===== config.mk =====
export PLATFORM = sky130hd
export DESIGN_NAME = mr_job_gate
export DESIGN_NICKNAME = d
export VERILOG_FILES = /design/src/rtl/mr_pkg.sv /design/src/rtl/mr_down_counter.sv /design/src/rtl/mr_job_gate.sv
export SDC_FILE = /design/constraint.sdc
export NUM_CORES = 1
export LEC_CHECK = 0
export ABC_AREA = 1
export ABC_CLOCK_PERIOD_IN_PS = 2200
export CAP_MARGIN = 20
export CORE_MARGIN = 5
export CORE_UTILIZATION = 49
export DETAILED_ROUTE_END_ITERATION = 7
export MAX_ROUTING_LAYER = met4
export PLACE_DENSITY = 0.77
export SLEW_MARGIN = 40
export SYNTH_ARGS = -nofsm -noshare
export SYNTH_HDL_FRONTEND = slang
export SYNTH_SLANG_ARGS = --single-unit

===== constraint.sdc =====
create_clock -name i_clk -period 2.2 [get_ports i_clk]
set_input_delay 0.33 -clock i_clk [delete_from_list [all_inputs] [get_ports i_clk]]
set_output_delay 0.33 -clock i_clk [all_outputs]
set_load 0.01 [all_outputs]

===== src/rtl/mr_pkg.sv =====
// Shared types and constants for the map/reduce job gate.
// Latency: n/a (types, constants and a width helper only).
// Backpressure: n/a.
package mr_pkg;

    localparam int COUNT_W            = 32;
    localparam int DRAIN_CYCLES_DEF   = 16;
    localparam int TIMEOUT_CYCLES_DEF = 65536;

    localparam logic [COUNT_W-1:0] CNT_ONE = COUNT_W'(1);

    typedef enum logic [1:0] {
        IDLE  = 2'd0,
        RUN   = 2'd1,
        DRAIN = 2'd2,
        DONE  = 2'd3
    } state_t;

    // Bits needed for a down-counter that is loaded with n-1.
    function automatic int cnt_w(input int n);
        return (n <= 2) ? 1 : $clog2(n);
    endfunction

endpackage


===== src/rtl/mr_down_counter.sv =====
// Loadable down-counter that saturates at zero and flags when it is there.
// Latency: load and decrement take effect at the next clock edge; zero flag is combinational from the count.
// Backpressure: none; decrement is simply held off while dec is low.
// Ports: clk/rst (sync, active-high); load + load_val (load wins over dec); dec; zero.
module mr_down_counter #(
    parameter int W = 4
) (
    input  logic         clk,
    input  logic         rst,
    input  logic         load,
    input  logic [W-1:0] load_val,
    input  logic         dec,
    output logic         zero
);

    logic [W-1:0] count;

    always_ff @(posedge clk) begin
        if (rst) begin
            count <= '0;
        end else if (load) begin
            count <= load_val;
        end else if (dec && (count != '0)) begin
            count <= count - W'(1);
        end
    end

    assign zero = (count == '0);

endmodule


===== src/rtl/mr_job_gate.sv =====
// Admits one host-programmed job of stream words into the map/reduce engine, drains, then reports the word count.
// Latency: gating opens the cycle after start; result/done/intr appear DRAIN_CYCLES+1 cycles after the last beat.
// Backpressure: valid/ready pass straight through (combinational) while running and are forced low otherwise.
// Ports: i_clk/i_rst (sync, active-high); i_job_start/i_job_len/i_result_ack host control;
//        i_strm_data_valid/o_strm_data_rdy upstream; o_mr_valid/i_mr_rdy engine; i_data_count engine count;
//        o_busy/o_done/o_intr/o_result/o_words_seen/o_err/o_timeout status.
// Optional: define MR_JOB_TIMEOUT_EN to add an idle-beat watchdog in RUN (o_timeout otherwise tied 0).
module mr_job_gate
    import mr_pkg::*;
#(
    parameter int DRAIN_CYCLES   = DRAIN_CYCLES_DEF,
    parameter int TIMEOUT_CYCLES = TIMEOUT_CYCLES_DEF
) (
    input  logic               i_clk,
    input  logic               i_rst,
    input  logic               i_job_start,
    input  logic [COUNT_W-1:0] i_job_len,
    input  logic               i_result_ack,
    input  logic               i_strm_data_valid,
    output logic               o_strm_data_rdy,
    output logic               o_mr_valid,
    input  logic               i_mr_rdy,
    input  logic [COUNT_W-1:0] i_data_count,
    output logic               o_busy,
    output logic               o_done,
    output logic               o_intr,
    output logic [COUNT_W-1:0] o_result,
    output logic [COUNT_W-1:0] o_words_seen,
    output logic               o_err,
    output logic               o_timeout
);

    localparam int DRAIN_W = cnt_w(DRAIN_CYCLES);

    if (DRAIN_CYCLES < 1 || TIMEOUT_CYCLES < 1) begin : g_bad_params
        $error("mr_job_gate: DRAIN_CYCLES and TIMEOUT_CYCLES must be >= 1");
    end

    state_t             state, state_d;
    logic [COUNT_W-1:0] len, baseline, words_seen, result;
    logic               err, intr;
    logic               in_run, beat, last_beat;
    logic               start_acc, drain_load, finish, drain_zero;
`ifdef MR_JOB_TIMEOUT_EN
    logic               wd_zero, wd_expire;
`endif

    assign in_run    = (state == RUN);
    assign beat      = i_strm_data_valid & i_mr_rdy & in_run;
    assign last_beat = beat && (words_seen == len - CNT_ONE);

    always_ff @(posedge i_clk) begin
        if (i_rst) begin
            state <= IDLE;
        end else begin
            state <= state_d;
        end
    end

    always_comb begin
        state_d    = state;
        start_acc  = 1'b0;
        drain_load = 1'b0;
        finish     = 1'b0;
        case (state)
            IDLE: begin
                if (i_job_start) begin
                    start_acc = 1'b1;
                    // A zero-length job skips RUN but still drains, so the
                    // result is taken against a settled engine count.
                    if (i_job_len == '0) begin
                        state_d    = DRAIN;
                        drain_load = 1'b1;
                    end else begin
                        state_d = RUN;
                    end
                end
            end
            RUN: begin
                if (last_beat) begin
                    state_d    = DRAIN;
                    drain_load = 1'b1;
                end
`ifdef MR_JOB_TIMEOUT_EN
                else if (wd_expire) begin
                    state_d    = DRAIN;
                    drain_load = 1'b1;
                end
`endif
            end
            DRAIN: begin
                if (drain_zero) begin
                    state_d = DONE;
                    finish  = 1'b1;
                end
            end
            DONE: begin
                if (i_result_ack) begin
                    state_d = IDLE;
                end
            end
            default: state_d = IDLE;
        endcase
    end

    // Loaded with DRAIN_CYCLES-1 so DRAIN lasts exactly DRAIN_CYCLES cycles.
    mr_down_counter #(.W(DRAIN_W)) u_drain (
        .clk      (i_clk),
        .rst      (i_rst),
        .load     (drain_load),
        .load_val (DRAIN_W'(DRAIN_CYCLES - 1)),
        .dec      (state == DRAIN),
        .zero     (drain_zero)
    );

    always_ff @(posedge i_clk) begin
        if (i_rst) begin
            len        <= '0;
            baseline   <= '0;
            words_seen <= '0;
            result     <= '0;
            err        <= 1'b0;
            intr       <= 1'b0;
        end else begin
            intr <= finish;
            if (start_acc) begin
                len        <= i_job_len;
                baseline   <= i_data_count;
                words_seen <= '0;
                result     <= '0;
            end else if (beat) begin
                words_seen <= words_seen + CNT_ONE;
            end
            // Engine count is cumulative and may wrap; modular subtraction
            // still yields the job's own contribution.
            if (finish) begin
                result <= i_data_count - baseline;
            end
            if (i_job_start && (state != IDLE)) begin
                err <= 1'b1;
            end
        end
    end

`ifdef MR_JOB_TIMEOUT_EN
    localparam int WD_W = cnt_w(TIMEOUT_CYCLES);

    logic timeout;

    // Reloaded on start and on every beat; fires on the TIMEOUT_CYCLES-th
    // consecutive idle RUN cycle.
    mr_down_counter #(.W(WD_W)) u_watchdog (
        .clk      (i_clk),
        .rst      (i_rst),
        .load     (start_acc | beat),
        .load_val (WD_W'(TIMEOUT_CYCLES - 1)),
        .dec      (in_run & ~beat),
        .zero     (wd_zero)
    );

    assign wd_expire = in_run & ~beat & wd_zero;

    always_ff @(posedge i_clk) begin
        if (i_rst) begin
            timeout <= 1'b0;
        end else if (start_acc) begin
            timeout <= 1'b0;
        end else if (wd_expire) begin
            timeout <= 1'b1;
        end
    end

    assign o_timeout = timeout;
`else
    assign o_timeout = 1'b0;
`endif

    assign o_mr_valid      = i_strm_data_valid & in_run;
    assign o_strm_data_rdy = i_mr_rdy & in_run;
    assign o_busy          = (state == RUN) || (state == DRAIN);
    assign o_done          = (state == DONE);
    assign o_intr          = intr;
    assign o_result        = result;
    assign o_words_seen    = words_seen;
    assign o_err           = err;

endmodule


==> run_results.csv <==
group,metric,value,unit
synthesis,syn_inst,1287,
synthesis,ys_ff_latch,136,
synthesis,yosysTopAreaCell,"dfxtp_1",
power_and_ir_drop,seq_power_share,26.3,%
timing,tns,-0.0226,ns
timing,hold_slack,0.337,ns
timing,drv_slew,0,
timing,finalHoldViolCount,0,
synthesis,async_reset_ff_share,0,%
final_layout,area_growth,46.2,%
placement,gp_congestion,0.961,
synthesis,synth_top_area_share,31.9,%
clock_tree,cts-root-buf,"clkbuf_16",
detailed_routing,drc_errors,0,
synthesis,avgSynthCellArea,6.64,µm²
power_and_ir_drop,cellPowerDensity,996,nW/µm²
final_layout,final_common_cell,"nand2_1",
floorplan,initial_core_util,49.7,%
power_and_ir_drop,irDropWorstVdd,720,µV
power_and_ir_drop,netSwitchingPower,5130,µW
clock_tree,path_clk_slew,0.06,ns
power_and_ir_drop,clkPwrFrac,23.0,%
worst_hold_path,hp-class,"in -> reg",
clock_tree,clk_path_buf_depth,2,
placement,port_buffers,139,
synthesis,synth_ff_type,"dfxtp_1",
final_layout,drive_above_1_share,23.3,%
synthesis,ys.warnings.count,0,
timing,min_period,2.21,ns
global_routing,grt_max_degree,63,
setup_path,worstSetupEndpointType,"flip-flop",
setup_path,cp-start-kind,"flip-flop",
detailed_routing,antenna_left,0,
clock_tree,cts_buffers,17,
detailed_routing,first_iter_violations,725,
power_and_ir_drop,swShare,41.3,%
clock_tree,htreeDepth,4,
global_routing,grt_pass1_wl,44.5,mm
synthesis,syn-num-nets,1396,
power_and_ir_drop,p_comb_share,50.7,%
timing,fin_worst_skew,0.0121,ns
timing,tightest_slew,0.504,ns
timing,setup_viol,3,
timing,maxSlewHeadroom,66.1,%
global_routing,grtUsageTotal,28.0,%
synthesis,synth_cell_types,49,
final_layout,nNetsFinal,1675,
detailed_routing,first_pass_iters,5,
timing,fmax,452,MHz
detailed_routing,vias,9709,
final_layout,layout_common_cells,"223 x nand2_1, 151 x buf_4, 142 x inv_1",
clock_tree,insertion_delay,0.43,ns
clock_tree,cts_hold_buffers,0,
run_status,violations,"setup timing",
synthesis,synthesis.area,8540,µm²
setup_path,critPathKind,"reg -> reg",
detailed_routing,routedWlPerCell,15.9,µm
detailed_routing,via_per_inst,5.38,
setup_path,cp.arrival,2.53,ns
placement,post-place-ws,-0.748,ns
setup_path,reg2reg_depth,17,
floorplan,coreArea,17200,µm²
synthesis,ys_seq_area_share,31.9,%
run_status,outcome,"finished with violations",
clock_tree,tritoncts,"done",
clock_tree,clock-sinks,136,
power_and_ir_drop,intPower,7310,µW
synthesis,synth_area_leaders,"dfxtp_1 32%, nand2_1 11%, a21oi_1 8.6%",
worst_hold_path,hold_depth,3,
setup_path,required,2.51,ns
floorplan,boundaryPins,141,
floorplan,dieArea,20200,µm²
job,maxCapViolCount,0,
timing,setup_slack,-0.0127,ns
detailed_routing,routed_wirelength,28.7,mm
setup_path,crit_fanout,3,
timing,rsz0062_at_grt,"true",
timing,period_share,101,%
global_routing,grt-ovfl-total,0,
global_routing,grt_pass1_vias,9233,
power_and_ir_drop,p_leak,0.00525,µW
synthesis,synth_edf_count,0,
floorplan,dieWidth,142,µm
floorplan,dieHeight,142,µm
floorplan,num_rows,48,
placement,dp_hpwl,21.3,mm
global_routing,antenna_found_initial,1,
[final cells by class]
class,instances,area [µm²]
well taps,225,282
multi-input cells,955,5650
clock buffers,21,450
repair buffers,298,2650
flip-flops and latches,136,2740
inverters,158,596
fillers,1367,4690
diodes,1,2.50
clock inverters,11,124
[critical path: stages (launching register included)]
cell,delay (ns)
dfxtp_2,0.32
inv_2,0.07
ha_4,0.20
nand2_4,0.06
inv_4,0.08
nand2_4,0.07
nor2_4,0.13
nand2_4,0.08
nor2_4,0.13
nand4_4,0.10
nor2_2,0.13
nand2_1,0.09
nor2_2,0.12
nand3_2,0.13
nor2_4,0.14
nand2_2,0.06
xor2_1,0.13
nor2_1,0.05
[per-stage QoR]
| stage | utilization (%) | area, µm² | power (µW) | instances |
|---|---|---|---|---|
| floorplan | - | 8540 | 6590 | 1287 |
| global placement | 65.0 | 11200 | 8750 | 1753 |
| detailed placement | 65.0 | 11200 | 8840 | 1753 |
| CTS | 69.5 | 11900 | 11800 | 1790 |
| global route | 72.7 | 12500 | 13200 | 1805 |
| finish | 72.7 | 12500 | 12400 | 1805 |
[cells in the mapped netlist, types with 3 or more instances]
master,number
nand2_1,245
o21ai_0,110
xnor2_1,10
nand3b_1,7
a31oi_1,6
nor2_1,152
nand3_1,66
nor2_2,18
inv_1,151
xor2_1,31
o21bai_1,4
o21a_1,5
ha_1,38
a21oi_1,147
nand4_1,23
inv_2,5
nand2_2,9
or2_2,9
nor4_1,15
o21ai_1,7
clkbuf_1,35
dfxtp_1,136
o221ai_1,3
nor2_4,5
nor3_1,15
a21boi_0,3
[logic make-up after synthesis]
group | count (synthesis) | share of synthesized area, %
AO/OA/AOI/OAI | 296 | 18.3
XOR/XNOR | 42 | 4.47
flip-flops | 136 | 31.9
buffers and inverters | 196 | 8.70
other | 1 | 0.0439
AND/OR/NAND/NOR | 577 | 30.8
adder cells (fa/ha/maj) | 39 | 5.80
[state kept, by name (all words and copies together) (netlist names)]
name           count
o_intr             1
o_words_seen      32
baseline          32
o_err              1
state              2
u_drain.count      4
o_result          32
len               32
[what timing repair did]
action,4_1_cts,5_1_grt
setup buffers,6,14
resized for setup,45,137
gates cloned,0,0
setup endpoints to repair,38,44
pin swaps,18,61
[final timing paths]
path	from	endpoint	slack, ns
worst min-delay path	i_data_count[5]	baseline[5]	0.34
worst min register to register	baseline[22]	baseline[22]	0.45
worst max register to register	state[1]	o_words_seen[26]	-0.01
worst max-delay path	state[1]	o_words_seen[26]	-0.01
[per-layer routing]
layer	up-vias	global-route usage [%]	part of all wire (%)
met4	0	13.6	4.2
met2	380	47.4	50
li1	4811	-	-
met1	4432	33.0	40
met3	86	3.33	6.3
met5	-	-	0
[power by group through the flow]
stage | registers [µW] | clock network (µW) | logic (µW)
after global routing | 3320 | 2980 | 6920
final | 3270 | 2860 | 6310
after global placement | 3250 | 0 | 5500
after detailed placement | 3260 | 0 | 5580
after CTS | 3230 | 2860 | 5720
after floorplan | 3240 | 0 | 3350
No activity file was read; power rests on OpenSTA's default activity.
==> variant: new RTL, same flow settings <==
The package constant `COUNT_W` goes from 32 to 16.
--- a/src/rtl/mr_pkg.sv
+++ b/src/rtl/mr_pkg.sv
@@ -5,3 +5,3 @@
 
-    localparam int COUNT_W            = 32;
+    localparam int COUNT_W            = 16;
     localparam int DRAIN_CYCLES_DEF   = 16;
Ports: changed (resized i_data_count, i_job_len, o_result and o_words_seen); port bits go from 141 to 77. The function was not compared with the original's and may differ.
==> variant against the original RTL <==
Routed wire length down 64%; design area is 57% lower; final cell count shrank 55%; synthesized area down 51%; utilization fell by 7.5 points; setup slack improved by 0.19 ns; sequential cell count down 64; total power down 70%; critical endpoint is now o_result[15]; highest routed layer unchanged.
==> variant: results (changes against the original RTL) <==
stage,metric,value,unit,change
place,port_buffers,75,,-46%
cts,clock_latency,0.35,ns,-0.08 ns
grt,grt_max_degree,39,,-38%
pwr,p_sw,1.289,mW,-75%
place,dpl_cell_area,0.005126,mm2,-54%
place,post-dp-hpwl,7988,um,-62%
critical_path,rr_endpoint,o_words_seen[14],,
layout,bufAreaShareNonClock,0.1649,,-0.04704
outcome,status,finished clean,,
layout,diodes,0,,-1
critical_path,worstPathArrival,2.30,ns,-0.23 ns
synthesis,synth_area_leaders,"dfxtp_1 35%, nand2_1 10%, a21oi_1 8.8%",,
critical_path,cpLargestDelayFamily,compound AO/OA/AOI/OAI gates,,
drt,wirelength,10250,um,-64%
layout,nNonClkInverters,81,,-49%
pwr,swShare,0.3400,,-0.07256
synthesis,yosysSeqAreaShare,0.3454,,+0.02669
min_path,whs_endpoint,baseline[0],,
grt,grt_pass1_vias,4084,,-56%
cts,cts_setup_buffers,0,,-6
grt,grt_use_total,0.2092,,-0.07081
min_path,hold_start,i_data_count[0],,
pwr,comb_power_share,0.326,,-0.181
layout,seq_share,0.2681,,+0.04898
synthesis,avgSynthCellArea,6.874,um2,+3.6%
cts,cts_buffers,9,,-8
layout,clk_share,0.03693,,-0.009067
drt,detail_route.first_pass.iterations,4,,-1
sta,skew,0.004849,ns,-0.007247 ns
layout,drive_gt1_frac,0.1014,,-0.1316
drt,drtIter0Drc,124,,-83%
layout,num-nonclk-buffers,93,,-69%
layout,multi_input_area_share,0.4492,,-0.003250
layout,nFillCells,756,,-45%
critical_path,reg2reg_slack,0.20,ns,+0.21 ns
layout,multi_input_gates,438,,-54%
place,pre_cts_ws,-0.4444,ns,+0.3033 ns
place,placed_cells,789,,-55%
pwr,pwr-share-seq,0.391,,+0.128
critical_path,cp_max_fo,4,,+1
drt,wl_met1,4360,um,-62%
place,place_congestion,0.9206,,-4.2%
drt,avgRoutedWirePerCell,12.73,um,-20%
drt,vias_per_cell,5.219,,-3.0%
-- variant: cell count changes after synthesis, moves of 21 or more --
cell	delta
a21oi_1	-74
clkbuf_1	-22
dfxtp_1	-64
inv_1	-74
nand2_1	-130
nand3_1	-38
nor2_1	-92
o21ai_0	-43
xor2_1	-21
-- variant: layer usage --
metal / vias to the layer above / global-route usage
met5: - / -
met4: 0 / 0.1029
met3: 24 / 0.02935
met2: 83 / 0.3768
met1: 1929 / 0.2232
li1: 2165 / -
-- variant: logic make-up (layout without fill, tap and decap cells) --
family | Yosys count | after routing | synth area share
and+or+nand+nor | 246 | 246 | 0.2720
AOI/OAI and AO/OA | 151 | 151 | 0.1871
buffers and inverters | 97 | 190 | 0.08816
DFF | 72 | 72 | 0.3454
adders and majority gates | 23 | 23 | 0.07076
xor gates and xnor gates | 17 | 17 | 0.03568
other | 1 | 1 | 0.0008987
-- variant: what timing repair did --
action / 4_1_cts / 5_1_grt
endpoints found under the setup margin: 1 / 16
resized for setup: 1 / 19
pin swaps: 0 / 3
